$ cat src/rtl/fetch_stage.sv
// IF stage: PC register, branch predecode, optional 2-bit BHT, IF/ID register.
// Define FETCH_BHT_EN for dynamic prediction; otherwise static not-taken.
module fetch_stage #(
    parameter int          BHT_ENTRIES = 64,
    parameter logic [31:0] RESET_PC    = 32'h0000_0000
) (
    input  logic        clk,
    input  logic        rstn,
    input  logic        stall,
    input  logic        flush,
    input  logic        redirect_valid,
    input  logic [31:0] redirect_pc,
    input  logic        bp_update,
    input  logic [31:0] bp_pc,
    input  logic        bp_taken,
    output logic [31:0] imem_addr,
    input  logic [31:0] imem_rdata,
    output logic [31:0] instr_IF,
    output logic [31:0] pc_IF,
    output logic [31:0] pcnext_IF,
    output logic        prediction_IF
);
    localparam logic [31:0] NOP = 32'h0000_0013;

    typedef struct packed {
        logic [31:0] instr;
        logic [31:0] pc;
        logic [31:0] pcnext;
        logic        pred;
    } if_id_t;

    logic [31:0] r_pc;
    if_id_t      r_ifid;

    logic [31:0] w_bimm;
    logic [31:0] w_target;
    logic [31:0] w_seq;
    logic [31:0] w_pc_next;
    logic        w_pred;

    assign w_bimm   = {{19{imem_rdata[31]}}, imem_rdata[31], imem_rdata[7],
                       imem_rdata[30:25], imem_rdata[11:8], 1'b0};
    assign w_target = r_pc + w_bimm;
    assign w_seq    = r_pc + 32'd4;

`ifdef FETCH_BHT_EN
    localparam int IDXW = $clog2(BHT_ENTRIES);

    logic [1:0]      r_bht [BHT_ENTRIES];
    logic [IDXW-1:0] w_rd_idx;
    logic [IDXW-1:0] w_wr_idx;
    logic            w_is_branch;
    logic            w_unused_bp;

    assign w_is_branch = (imem_rdata[6:0] == 7'b1100011);
    assign w_rd_idx    = r_pc[IDXW+1:2];
    assign w_wr_idx    = bp_pc[IDXW+1:2];
    assign w_pred      = w_is_branch & r_bht[w_rd_idx][1];
    assign w_unused_bp = ^{bp_pc[31:IDXW+2], bp_pc[1:0]};

    // Lookup reads the pre-edge counter, so same-cycle training is seen next cycle
    always_ff @(posedge clk or negedge rstn) begin
        if (!rstn) begin
            for (int i = 0; i < BHT_ENTRIES; i++) begin
                r_bht[i] <= 2'b01;
            end
        end else if (bp_update) begin
            if (bp_taken) begin
                if (r_bht[w_wr_idx] != 2'b11) begin
                    r_bht[w_wr_idx] <= r_bht[w_wr_idx] + 2'd1;
                end
            end else begin
                if (r_bht[w_wr_idx] != 2'b00) begin
                    r_bht[w_wr_idx] <= r_bht[w_wr_idx] - 2'd1;
                end
            end
        end
    end
`else
    logic w_unused_bp;

    assign w_pred      = 1'b0;
    assign w_unused_bp = ^{bp_update, bp_taken, bp_pc};
`endif

    always_comb begin
        w_pc_next = w_seq;
        if (redirect_valid) begin
            w_pc_next = redirect_pc;
        end else if (stall) begin
            w_pc_next = r_pc;
        end else if (w_pred) begin
            w_pc_next = w_target;
        end
    end

    always_ff @(posedge clk or negedge rstn) begin
        if (!rstn) begin
            r_pc <= RESET_PC;
        end else begin
            r_pc <= w_pc_next;
        end
    end

    always_ff @(posedge clk or negedge rstn) begin
        if (!rstn) begin
            r_ifid <= '{instr: NOP, pc: '0, pcnext: '0, pred: 1'b0};
        end else if (flush) begin
            r_ifid.instr <= NOP;
            r_ifid.pred  <= 1'b0;
        end else if (!stall) begin
            r_ifid <= '{instr: imem_rdata, pc: r_pc, pcnext: w_seq, pred: w_pred};
        end
    end

    assign imem_addr     = r_pc;
    assign instr_IF      = r_ifid.instr;
    assign pc_IF         = r_ifid.pc;
    assign pcnext_IF     = r_ifid.pcnext;
    assign prediction_IF = r_ifid.pred;
endmodule

$ cat config.mk
export PLATFORM = sky130hd
export DESIGN_NAME = fetch_stage
export DESIGN_NICKNAME = d
export VERILOG_FILES = /design/src/rtl/fetch_stage.sv
export SDC_FILE = /design/constraint.sdc
export NUM_CORES = 1
export LEC_CHECK = 0
export CAP_MARGIN = 15
export CORE_MARGIN = 4
export CORE_UTILIZATION = 48
export DETAILED_ROUTE_END_ITERATION = 7
export PLACE_DENSITY = 0.87
export SLEW_MARGIN = 20
export SYNTH_ARGS = -nofsm -noshare
export SYNTH_HDL_FRONTEND = slang
export SYNTH_SLANG_ARGS = --single-unit
export TNS_END_PERCENT = 1
$ cat constraint.sdc
create_clock -name clk -period 3.34 [get_ports clk]
set_input_delay 0.668 -clock clk [delete_from_list [all_inputs] [get_ports clk]]
set_output_delay 0.668 -clock clk [all_outputs]
set_load 0.005 [all_outputs]
# After elaboration in Yosys (flattened, before gate mapping)
# Index checks and enable logic that the tools add are counted.
[word_totals] regBits=129 input_bits=103 output_inout_bits=129 word_cells=16
[op_classes] addsub=1 n_eq_ne=2 muxes=5 bitwise=2 n_reduce_logical=1
[ops] operator="$mux W97" n=1
[ops] operator="$mux W32" n=3
[ops] operator="$add A32 B3 Y32 const B" n=1
[ops] operator="$ne A2 B1 Y1 const B" n=2
[ops] operator="$not A1 Y1" n=2
[ops] operator="$reduce_and A2 Y1" n=1
[ops] operator="$mux W1" n=1

# Depth between registers and ports, before layout
# Gate-level depths: netlist of the first run.
[logic_depth] depth_word=3 ltp_mapped=7 mapped_depth_nobuf=5

# Least setup slack after synthesis of the first run
# No wires, ideal clock.
[synth_timing] path_type="input -> register" startpoint="in stall" endpoint="reg r_ifid (netlist bit instr_IF[10])" setup_ps=132 arrival_ps=1932 t_required_ps=3208 slack_ps=1276 path_stages=5 path_buffers=3 cell_sequence="buf_2 buf_1 buf_1 mux2i_1 nor2_1"
[synth_via] elab_chain_len=1
[synth_lines] element="start, declared" line="9" text="input logic stall,"
[synth_lines] element="$ne A2 B1 Y1 (no source line)"
[synth_lines] element="end signal, assigned" line="107" text="r_ifid <= '{instr: NOP, pc: '0, pcnext: '0, pred: 1'b0};"
[synth_lines] element="end signal, assigned" line="112" text="r_ifid <= '{instr: imem_rdata, pc: r_pc, pcnext: w_seq, pred: w_pred};"
[synth_lines] element="end, declared" line="33" text="if_id_t r_ifid;"
# Every way passes these cells.
# A chain may end at the register's enable or synchronous reset.

# Worst setup path in the final report of the first run
[layout_timing] startpoint="reg r_pc[10], in the netlist imem_addr[10]" endpoint="reg r_pc[31], in the netlist imem_addr[31]"
[layout_via] elab_chain_len=3
[layout_lines] element="start, declared" line="32" text="logic [31:0] r_pc;"
[layout_lines] element="start signal, assigned" line="101" text="r_pc <= w_pc_next;"
[layout_lines] element="$add A32 B3 Y32" line="44" text="assign w_seq = r_pc + 32'd4;"
[layout_lines] element="$mux W32" line="90" text="end else if (stall) begin"
[layout_lines] element="$mux W32" line="88" text="if (redirect_valid) begin"
# Every way passes these cells. The select of a mux whose other input is x is not followed.

==> results of run 1 <==
critical path, stage by stage, from the launching register on:
cell and delay [ns]:
dfrtp_1 0.54, nand4_1 0.48, or4_4 0.76, or4_1 0.53, a31oi_1 0.17
layout make-up:
cell class / count / area [um2] / share of cell area
timing repair buffer: 205 / 2040 / 0.237
clock buffer: 25 / 495 / 0.0577
sequential: 126 / 3160 / 0.368
multi-input combinational: 452 / 2580 / 0.300
inverter: 7 / 26.3 / 0.00306
tap: 168 / 210 / 0.0245
clock inverter: 6 / 82.6 / 0.00962
sequential cells by signal (all words and copies together) (netlist names):
| register | count |
|---|---|
| imem_addr | 32 |
| instr_IF | 32 |
| pc_IF | 32 |
| pcnext_IF | 30 |
worst max-delay path by stage:
stage	endpoint	slack [ns]	cells past startpoint
3_5_place_dp	imem_addr[31]	0.85	4
6_report	imem_addr[31]	0.77	4
5_1_grt	imem_addr[31]	0.61	4
2_1_floorplan	instr_IF[10]	1.28	5
4_1_cts	imem_addr[31]	0.82	4
3_3_place_gp	imem_addr[31]	0.92	4
layer usage:
layer  vias up  global-route usage  routed length [um]
li1       2552                   -                   -
met1      2731               0.317                7120
met2       324               0.428                8820
met3        37               0.120                2170
met4         0              0.0873                 373
met5         -                   0                   0
cell families after synthesis:
family | after synthesis | synth area share
and+or+nand+nor | 299 | 0.239
AOI/OAI and AO/OA | 94 | 0.0970
other | 1 | 0.000626
adders and majority gates | 1 | 0.00209
muxes | 32 | 0.0539
buffers and inverters | 58 | 0.0437
xor gates and xnor gates | 25 | 0.0366
DFF | 126 | 0.527
per-stage QoR:
stage | std cells | setup slack (ns) | area, um2 | hold slack (ns) | total power, mW
5_1_grt | 989 | 0.613 | 8590 | 0.239 | 4.76
3_3_place_gp | 958 | 0.916 | 8010 | 0.459 | 2.72
4_1_cts | 989 | 0.815 | 8590 | 0.226 | 4.57
2_1_floorplan | 636 | 1.28 | 5990 | 0.372 | 2.17
6_report | 989 | 0.774 | 8590 | 0.202 | 4.55
3_5_place_dp | 958 | 0.851 | 8010 | 0.462 | 2.75
cells in the final DEF (no fill, tap or decap), types with 9 or more instances in the layout:
cell type,Yosys,final
dfrtp_1,123,123
nor3_1,9,9
nand4_1,17,17
nand2_1,135,135
a31oi_1,28,28
o21ai_0,40,40
clkdlybuf4s50_1,0,194
xnor2_1,18,18
nand3_1,12,12
nor2_1,66,65
o31ai_1,15,15
clkbuf_16,0,17
or4_1,17,17
mux2i_1,30,30
power by group:
part | total, mW | switching [mW] | internal (mW)
combinational | 0.849 | 0.351 | 0.498
clock | 1.82 | 0.655 | 1.17
sequential | 1.88 | 0.179 | 1.70
total | 4.55 | 1.18 | 3.37
==> impl_results.html, run 1 <==
<table>
<tr><th>Metric</th><th>Value</th></tr>
<tr><th colspan="2">GRT</th></tr>
<tr><td>Largest net degree at the start of global routing</td><td>69</td></tr>
<tr><td>Vias in the first global route</td><td>5721</td></tr>
<tr><td>Initial antenna violation count</td><td>0</td></tr>
<tr><td>Global-route wire length before repair</td><td>30000 um</td></tr>
<tr><td>Gr ovfl total</td><td>0</td></tr>
<tr><td>Total routing resource utilization after global routing</td><td>0.265</td></tr>
<tr><th colspan="2">Clock network</th></tr>
<tr><td># hold bufs at CTS</td><td>0</td></tr>
<tr><td>H-tree levels</td><td>4</td></tr>
<tr><td>Clock latency reported for the late side of the worst-skew pair</td><td>0.42 ns</td></tr>
<tr><td>CTS tree</td><td>yes</td></tr>
<tr><td>Number of setup buffers added after CTS</td><td>0</td></tr>
<tr><td>Clock sink count</td><td>126</td></tr>
<tr><td>Number of CTS-inserted buffers</td><td>17</td></tr>
<tr><td>Cell at the root of the clock tree</td><td>clkbuf_16</td></tr>
<tr><td>Buffer depth of the longest clock path</td><td>2</td></tr>
<tr><td>Clock transition at the register clock pins on the worst setup and hold paths after CTS</td><td>0.05 ns</td></tr>
<tr><td>CTS-repair resized insts</td><td>0</td></tr>
<tr><th colspan="2">Synthesis</th></tr>
<tr><td>Top cell type by total area after synthesis</td><td>dfrtp_1</td></tr>
<tr><td>Net Count, Synth</td><td>740</td></tr>
<tr><td>Cell with the most instances after synthesis</td><td>nand2_1</td></tr>
<tr><td>Sequential fraction of the synthesis area</td><td>0.527</td></tr>
<tr><td>Ys async rst share</td><td>1.00</td></tr>
<tr><td>Main flop type after synthesis</td><td>dfrtp_1</td></tr>
<tr><td>Most numerous cell types in the synthesized netlist</td><td>nand2_1, dfrtp_1, nor2_1</td></tr>
<tr><td>Post-synth EDFFs</td><td>0</td></tr>
<tr><td>Dominant cells by area after synthesis</td><td>dfrtp_1, nand2_1, mux2i_1</td></tr>
<tr><td>Avg Synthesized Cell Area</td><td>9.42 um2</td></tr>
<tr><td>Total standard cell area after synthesis</td><td>5990 um2</td></tr>
<tr><td>Proportion of netlist area held by the largest area contributor</td><td>0.514</td></tr>
<tr><td>Number of warning messages in the yosys log</td><td>0</td></tr>
<tr><td>Number of synthesized register bits</td><td>126</td></tr>
<tr><td>Count of distinct cell types in the synthesized netlist</td><td>45</td></tr>
<tr><td>Cell count after synthesis</td><td>636</td></tr>
<tr><th colspan="2">STA</th></tr>
<tr><td>Relative slew slack</td><td>0.409</td></tr>
<tr><td>Fin Setup TNS</td><td>0 ns</td></tr>
<tr><td>Final setup violation count</td><td>0</td></tr>
<tr><td>Post-route clock skew</td><td>0.00912 ns</td></tr>
<tr><td>Part of the cycle the worst path needs</td><td>0.768</td></tr>
<tr><td>Final max-slew violation count</td><td>0</td></tr>
<tr><td>Upper clock frequency limit</td><td>390 MHz</td></tr>
<tr><td>Post-layout minimum cycle time</td><td>2.57 ns</td></tr>
<tr><td>Actual slew at the worst max-slew pin</td><td>0.879 ns</td></tr>
<tr><td>RSZ-0062 raised after global routing</td><td>false</td></tr>
<tr><td>Total count of hold-check failures in the final report</td><td>0</td></tr>
<tr><th colspan="2">Drt</th></tr>
<tr><td>First-pass iteration count of the detailed router</td><td>5</td></tr>
<tr><td>Remaining antenna violation count</td><td>0</td></tr>
<tr><td>Average wire length per cell after detail routing</td><td>18.7 um</td></tr>
<tr><td>Average via count per standard cell</td><td>5.71</td></tr>
<tr><td>Post-Route WL</td><td>18500 um</td></tr>
<tr><td>Number of DRC markers in iteration 0</td><td>552</td></tr>
<tr><td>Total via count after detailed routing</td><td>5644</td></tr>
<tr><td>Number of DRC violations after detailed routing</td><td>0</td></tr>
<tr><th colspan="2">Setup path</th></tr>
<tr><td>Crit start category</td><td>flip-flop</td></tr>
<tr><td>Logic depth of the worst register-to-register path</td><td>4</td></tr>
<tr><td>Reg-to-Reg End</td><td>imem_addr[31]</td></tr>
<tr><td>Type of the worst setup path</td><td>reg -&gt; reg</td></tr>
<tr><td>Category of the worst setup path capture point</td><td>flip-flop</td></tr>
<tr><td>Minimum setup slack among reg-to-reg paths</td><td>0.77 ns</td></tr>
<tr><td>Startpoint of the worst register-to-register path</td><td>imem_addr[10]</td></tr>
<tr><td>Critical path data required time</td><td>3.69 ns</td></tr>
<tr><td>Worst Setup SP</td><td>imem_addr[10]</td></tr>
<tr><td>Worst-path fanout max</td><td>11</td></tr>
<tr><td>Crit path DAT</td><td>2.91 ns</td></tr>
<tr><th colspan="2">Finish</th></tr>
<tr><td>Count of filler cells inserted in the layout</td><td>892</td></tr>
<tr><td>Nets</td><td>913</td></tr>
<tr><td>Number of antenna diodes</td><td>0</td></tr>
<tr><td>Area growth from synthesis to final layout</td><td>43.4%</td></tr>
<tr><td>Final core utilization</td><td>0.709</td></tr>
<tr><td>Fraction of layout instances using a drive strength above 1</td><td>0.0633</td></tr>
<tr><th colspan="2">Run</th></tr>
<tr><td>Count of max-cap constraint violations</td><td>0</td></tr>
<tr><th colspan="2">Power and ir drop</th></tr>
<tr><td>PD cells</td><td>530 nW/um2</td></tr>
<tr><td>Leakage power summed over all cells</td><td>3.62 nW</td></tr>
<tr><td>Worst voltage drop across the vdd grid</td><td>0.352 mV</td></tr>
<tr><th colspan="2">Floorplanning</th></tr>
<tr><td>Overall die width</td><td>120 um</td></tr>
<tr><td>Chip Height</td><td>120 um</td></tr>
<tr><td>Die ar.</td><td>14300 um2</td></tr>
<tr><td>Core Rows</td><td>40</td></tr>
<tr><td>Standard cell core area</td><td>12100 um2</td></tr>
<tr><td>Effective utilization at floorplan</td><td>0.494</td></tr>
<tr><td>Io pins</td><td>232</td></tr>
<tr><th colspan="2">Placed design</th></tr>
<tr><td>Count of buffers from port buffering</td><td>196</td></tr>
<tr><td>Post-detailed-placement half-perimeter wirelength</td><td>13000 um</td></tr>
<tr><td>RePlAce Congestion</td><td>0.873</td></tr>
<tr><th colspan="2">Run status</th></tr>
<tr><td>Result of the run</td><td>finished, final reports clean</td></tr>
<tr><th colspan="2">Hold path</th></tr>
<tr><td>Min-Delay Path Class</td><td>in -&gt; async</td></tr>
</table>
Note: power is estimated with default switching activity, not from simulation.
==> run 2, diff against run 1 <==
--- a/config.mk
+++ b/config.mk
@@ -7,9 +7,9 @@
 export LEC_CHECK = 0
 export CAP_MARGIN = 15
 export CORE_MARGIN = 4
-export CORE_UTILIZATION = 48
+export CORE_UTILIZATION = 44
 export DETAILED_ROUTE_END_ITERATION = 7
-export PLACE_DENSITY = 0.87
+export PLACE_DENSITY = 0.8
 export SLEW_MARGIN = 20
 export SYNTH_ARGS = -nofsm -noshare
 export SYNTH_HDL_FRONTEND = slang
==> constraint.sdc (replaced) <==
create_clock -name clk -period 2.6 [get_ports clk]
set_input_delay 0.52 -clock clk [delete_from_list [all_inputs] [get_ports clk]]
set_output_delay 0.52 -clock clk [all_outputs]
set_load 0.005 [all_outputs]
==> run 2 against run 1 <==
Against the previous run: first-iteration DRC count shrank 32%; power grew 31%; combinational power increased by 35%; cell count increased by 2.5%; critical endpoint unchanged; highest routed layer unchanged.
==> impl_results.html, run 2 (synthesis results as in run 1) <==
<table>
<tr><th>Metric</th><th>Value</th></tr>
<tr><th colspan="2">Run status</th></tr>
<tr><td>Result of the run</td><td>finished, final reports clean</td></tr>
<tr><th colspan="2">Power and ir drop</th></tr>
<tr><td>Net switching power of the design</td><td>1.51 mW</td></tr>
<tr><td>Leakage power summed over all cells</td><td>3.71 nW</td></tr>
<tr><td>Switching portion of total power</td><td>0.253</td></tr>
<tr><td>PD cells</td><td>681 nW/um2</td></tr>
<tr><td>Worst voltage drop across the vdd grid</td><td>0.363 mV</td></tr>
<tr><td>Total power consumption of the routed design</td><td>5.96 mW</td></tr>
<tr><td>Share of total power in the clock network</td><td>0.407</td></tr>
<tr><td>Internal</td><td>4.45 mW</td></tr>
<tr><td>Part of the power in registers</td><td>0.400</td></tr>
<tr><td>Combinational cell fraction of total power</td><td>0.193</td></tr>
<tr><th colspan="2">Drt</th></tr>
<tr><td>Total via count after detailed routing</td><td>5614</td></tr>
<tr><td>First-pass iteration count of the detailed router</td><td>5</td></tr>
<tr><td>Average wire length per cell after detail routing</td><td>18.5 um</td></tr>
<tr><td>Average via count per standard cell</td><td>5.54</td></tr>
<tr><td>Number of DRC violations after detailed routing</td><td>0</td></tr>
<tr><td>Post-Route WL</td><td>18800 um</td></tr>
<tr><td>Number of DRC markers in iteration 0</td><td>377</td></tr>
<tr><td>Remaining antenna violation count</td><td>0</td></tr>
<tr><th colspan="2">STA</th></tr>
<tr><td>Actual slew at the worst max-slew pin</td><td>1.09 ns</td></tr>
<tr><td>Total count of hold-check failures in the final report</td><td>0</td></tr>
<tr><td>Upper clock frequency limit</td><td>443 MHz</td></tr>
<tr><td>Post-layout minimum cycle time</td><td>2.26 ns</td></tr>
<tr><td>Part of the cycle the worst path needs</td><td>0.868</td></tr>
<tr><td>Final setup violation count</td><td>0</td></tr>
<tr><td>Post-route clock skew</td><td>0.00883 ns</td></tr>
<tr><td>Final max-slew violation count</td><td>0</td></tr>
<tr><td>Relative slew slack</td><td>0.273</td></tr>
<tr><td>Minimum hold slack</td><td>0.0886 ns</td></tr>
<tr><td>RSZ-0062 raised after global routing</td><td>false</td></tr>
<tr><td>Fin Setup TNS</td><td>0 ns</td></tr>
<tr><th colspan="2">Setup path</th></tr>
<tr><td>Crit path DAT</td><td>2.59 ns</td></tr>
<tr><td>Type of the worst setup path</td><td>reg -&gt; reg</td></tr>
<tr><td>Category of the worst setup path capture point</td><td>flip-flop</td></tr>
<tr><td>Worst-path fanout max</td><td>11</td></tr>
<tr><td>Crit start category</td><td>flip-flop</td></tr>
<tr><td>Critical path data required time</td><td>2.93 ns</td></tr>
<tr><th colspan="2">Placed design</th></tr>
<tr><td>Count of buffers from port buffering</td><td>196</td></tr>
<tr><td>Post-detailed-placement half-perimeter wirelength</td><td>13600 um</td></tr>
<tr><td>RePlAce Congestion</td><td>0.856</td></tr>
<tr><th colspan="2">Floorplanning</th></tr>
<tr><td>Chip Height</td><td>125 um</td></tr>
<tr><td>Io pins</td><td>232</td></tr>
<tr><td>Core Rows</td><td>42</td></tr>
<tr><td>Effective utilization at floorplan</td><td>0.450</td></tr>
<tr><td>Overall die width</td><td>125 um</td></tr>
<tr><td>Die ar.</td><td>15500 um2</td></tr>
<tr><td>Standard cell core area</td><td>13300 um2</td></tr>
<tr><th colspan="2">Finish</th></tr>
<tr><td>Fraction of layout instances using a drive strength above 1</td><td>0.0823</td></tr>
<tr><td>Commonest cells after routing, fill and taps aside</td><td>clkdlybuf4s50_1, nand2_1, dfrtp_1, nor2_1, o21ai_0</td></tr>
<tr><td>Final core utilization</td><td>0.658</td></tr>
<tr><td>Most common library cell in the layout ignoring fill and taps</td><td>clkdlybuf4s50_1</td></tr>
<tr><td>Sequential cell area</td><td>3160 um2</td></tr>
<tr><td>Count of filler cells inserted in the layout</td><td>1075</td></tr>
<tr><td>Nets</td><td>930</td></tr>
<tr><td>Area growth from synthesis to final layout</td><td>46.1%</td></tr>
<tr><td>Area occupied by multi-input gates</td><td>2580 um2</td></tr>
<tr><td>Number of antenna diodes</td><td>0</td></tr>
<tr><th colspan="2">Clock network</th></tr>
<tr><td>CTS tree</td><td>yes</td></tr>
<tr><td>Cell at the root of the clock tree</td><td>clkbuf_16</td></tr>
<tr><td>Clock latency reported for the late side of the worst-skew pair</td><td>0.42 ns</td></tr>
<tr><td>Buffer depth of the longest clock path</td><td>2</td></tr>
<tr><td>Clock sink count</td><td>126</td></tr>
<tr><td>H-tree levels</td><td>4</td></tr>
<tr><td>Number of setup buffers added after CTS</td><td>0</td></tr>
<tr><td># hold bufs at CTS</td><td>0</td></tr>
<tr><td>Clock transition at the register clock pins on the worst setup and hold paths after CTS</td><td>0.06 ns</td></tr>
<tr><td>Number of CTS-inserted buffers</td><td>17</td></tr>
<tr><td>CTS-repair resized insts</td><td>0</td></tr>
<tr><th colspan="2">GRT</th></tr>
<tr><td>Total routing resource utilization after global routing</td><td>0.242</td></tr>
<tr><td>Largest net degree at the start of global routing</td><td>61</td></tr>
<tr><td>Global-route wire length before repair</td><td>30200 um</td></tr>
<tr><td>Initial antenna violation count</td><td>0</td></tr>
<tr><td>Vias in the first global route</td><td>5755</td></tr>
<tr><td>Gr ovfl total</td><td>0</td></tr>
<tr><th colspan="2">Run</th></tr>
<tr><td>Count of max-cap constraint violations</td><td>0</td></tr>
<tr><th colspan="2">Hold path</th></tr>
<tr><td>Min-Delay Path Class</td><td>in -&gt; async</td></tr>
</table>
-- run 2: worst max-delay path, cell delays in order (launching register included) --
cell,delay (ns)
dfrtp_1,0.57
nand4_4,0.23
or4_4,0.65
or4_1,0.53
a31oi_1,0.20
-- run 2: metal layers --
metal,track usage,wire length (um),up-vias
li1,-,-,2597
met1,0.286,7420,2718
met2,0.394,8930,268
met3,0.0999,1990,31
met4,0.0928,426,0
met5,0,0,-
-- run 2: stage by stage --
stage / cells / worst slack (ns) / area, um2
final: 1014 / 0.344 / 8750
after global routing: 1014 / 0.237 / 8750
after CTS: 1014 / 0.372 / 8750
after detailed placement: 983 / 0.102 / 8150
after global placement: 983 / 0.149 / 8150
after floorplan: 636 / 0.537 / 5990
-- run 2: cell type report --
| cell class | instances | area share |
|---|---|---|
| multi-input combinational | 452 | 0.295 |
| inverter | 7 | 0.00300 |
| tap | 176 | 0.0252 |
| sequential | 126 | 0.361 |
| clock inverter | 6 | 0.0123 |
| timing repair buffer | 222 | 0.248 |
| clock buffer | 25 | 0.0566 |
-- run 2: power by group through the flow --
stage          sequential (mW)  combinational, mW  clock [mW]
2_1_floorplan             2.38              0.413           0
3_3_place_gp              2.40               1.13           0
3_5_place_dp              2.41               1.16           0
4_1_cts                   2.38               1.17        2.45
5_1_grt                   2.41               1.26        2.54
6_report                  2.38               1.15        2.42
-- run 2: worst paths after layout --
check                             startpoint             to  slack (ns)  depth (start not counted)
max in group asynchronous               rstn  pcnext_IF[11]        1.82                          2
worst min-delay path                    rstn      pc_IF[18]        0.09                          1
worst max-delay path            imem_addr[8]  imem_addr[31]        0.34                          4
worst max register to register  imem_addr[8]  imem_addr[31]        0.34                          4
min in group clk                   pc_IF[20]      pc_IF[20]        0.48                          2
worst min register to register     pc_IF[20]      pc_IF[20]        0.48                          2
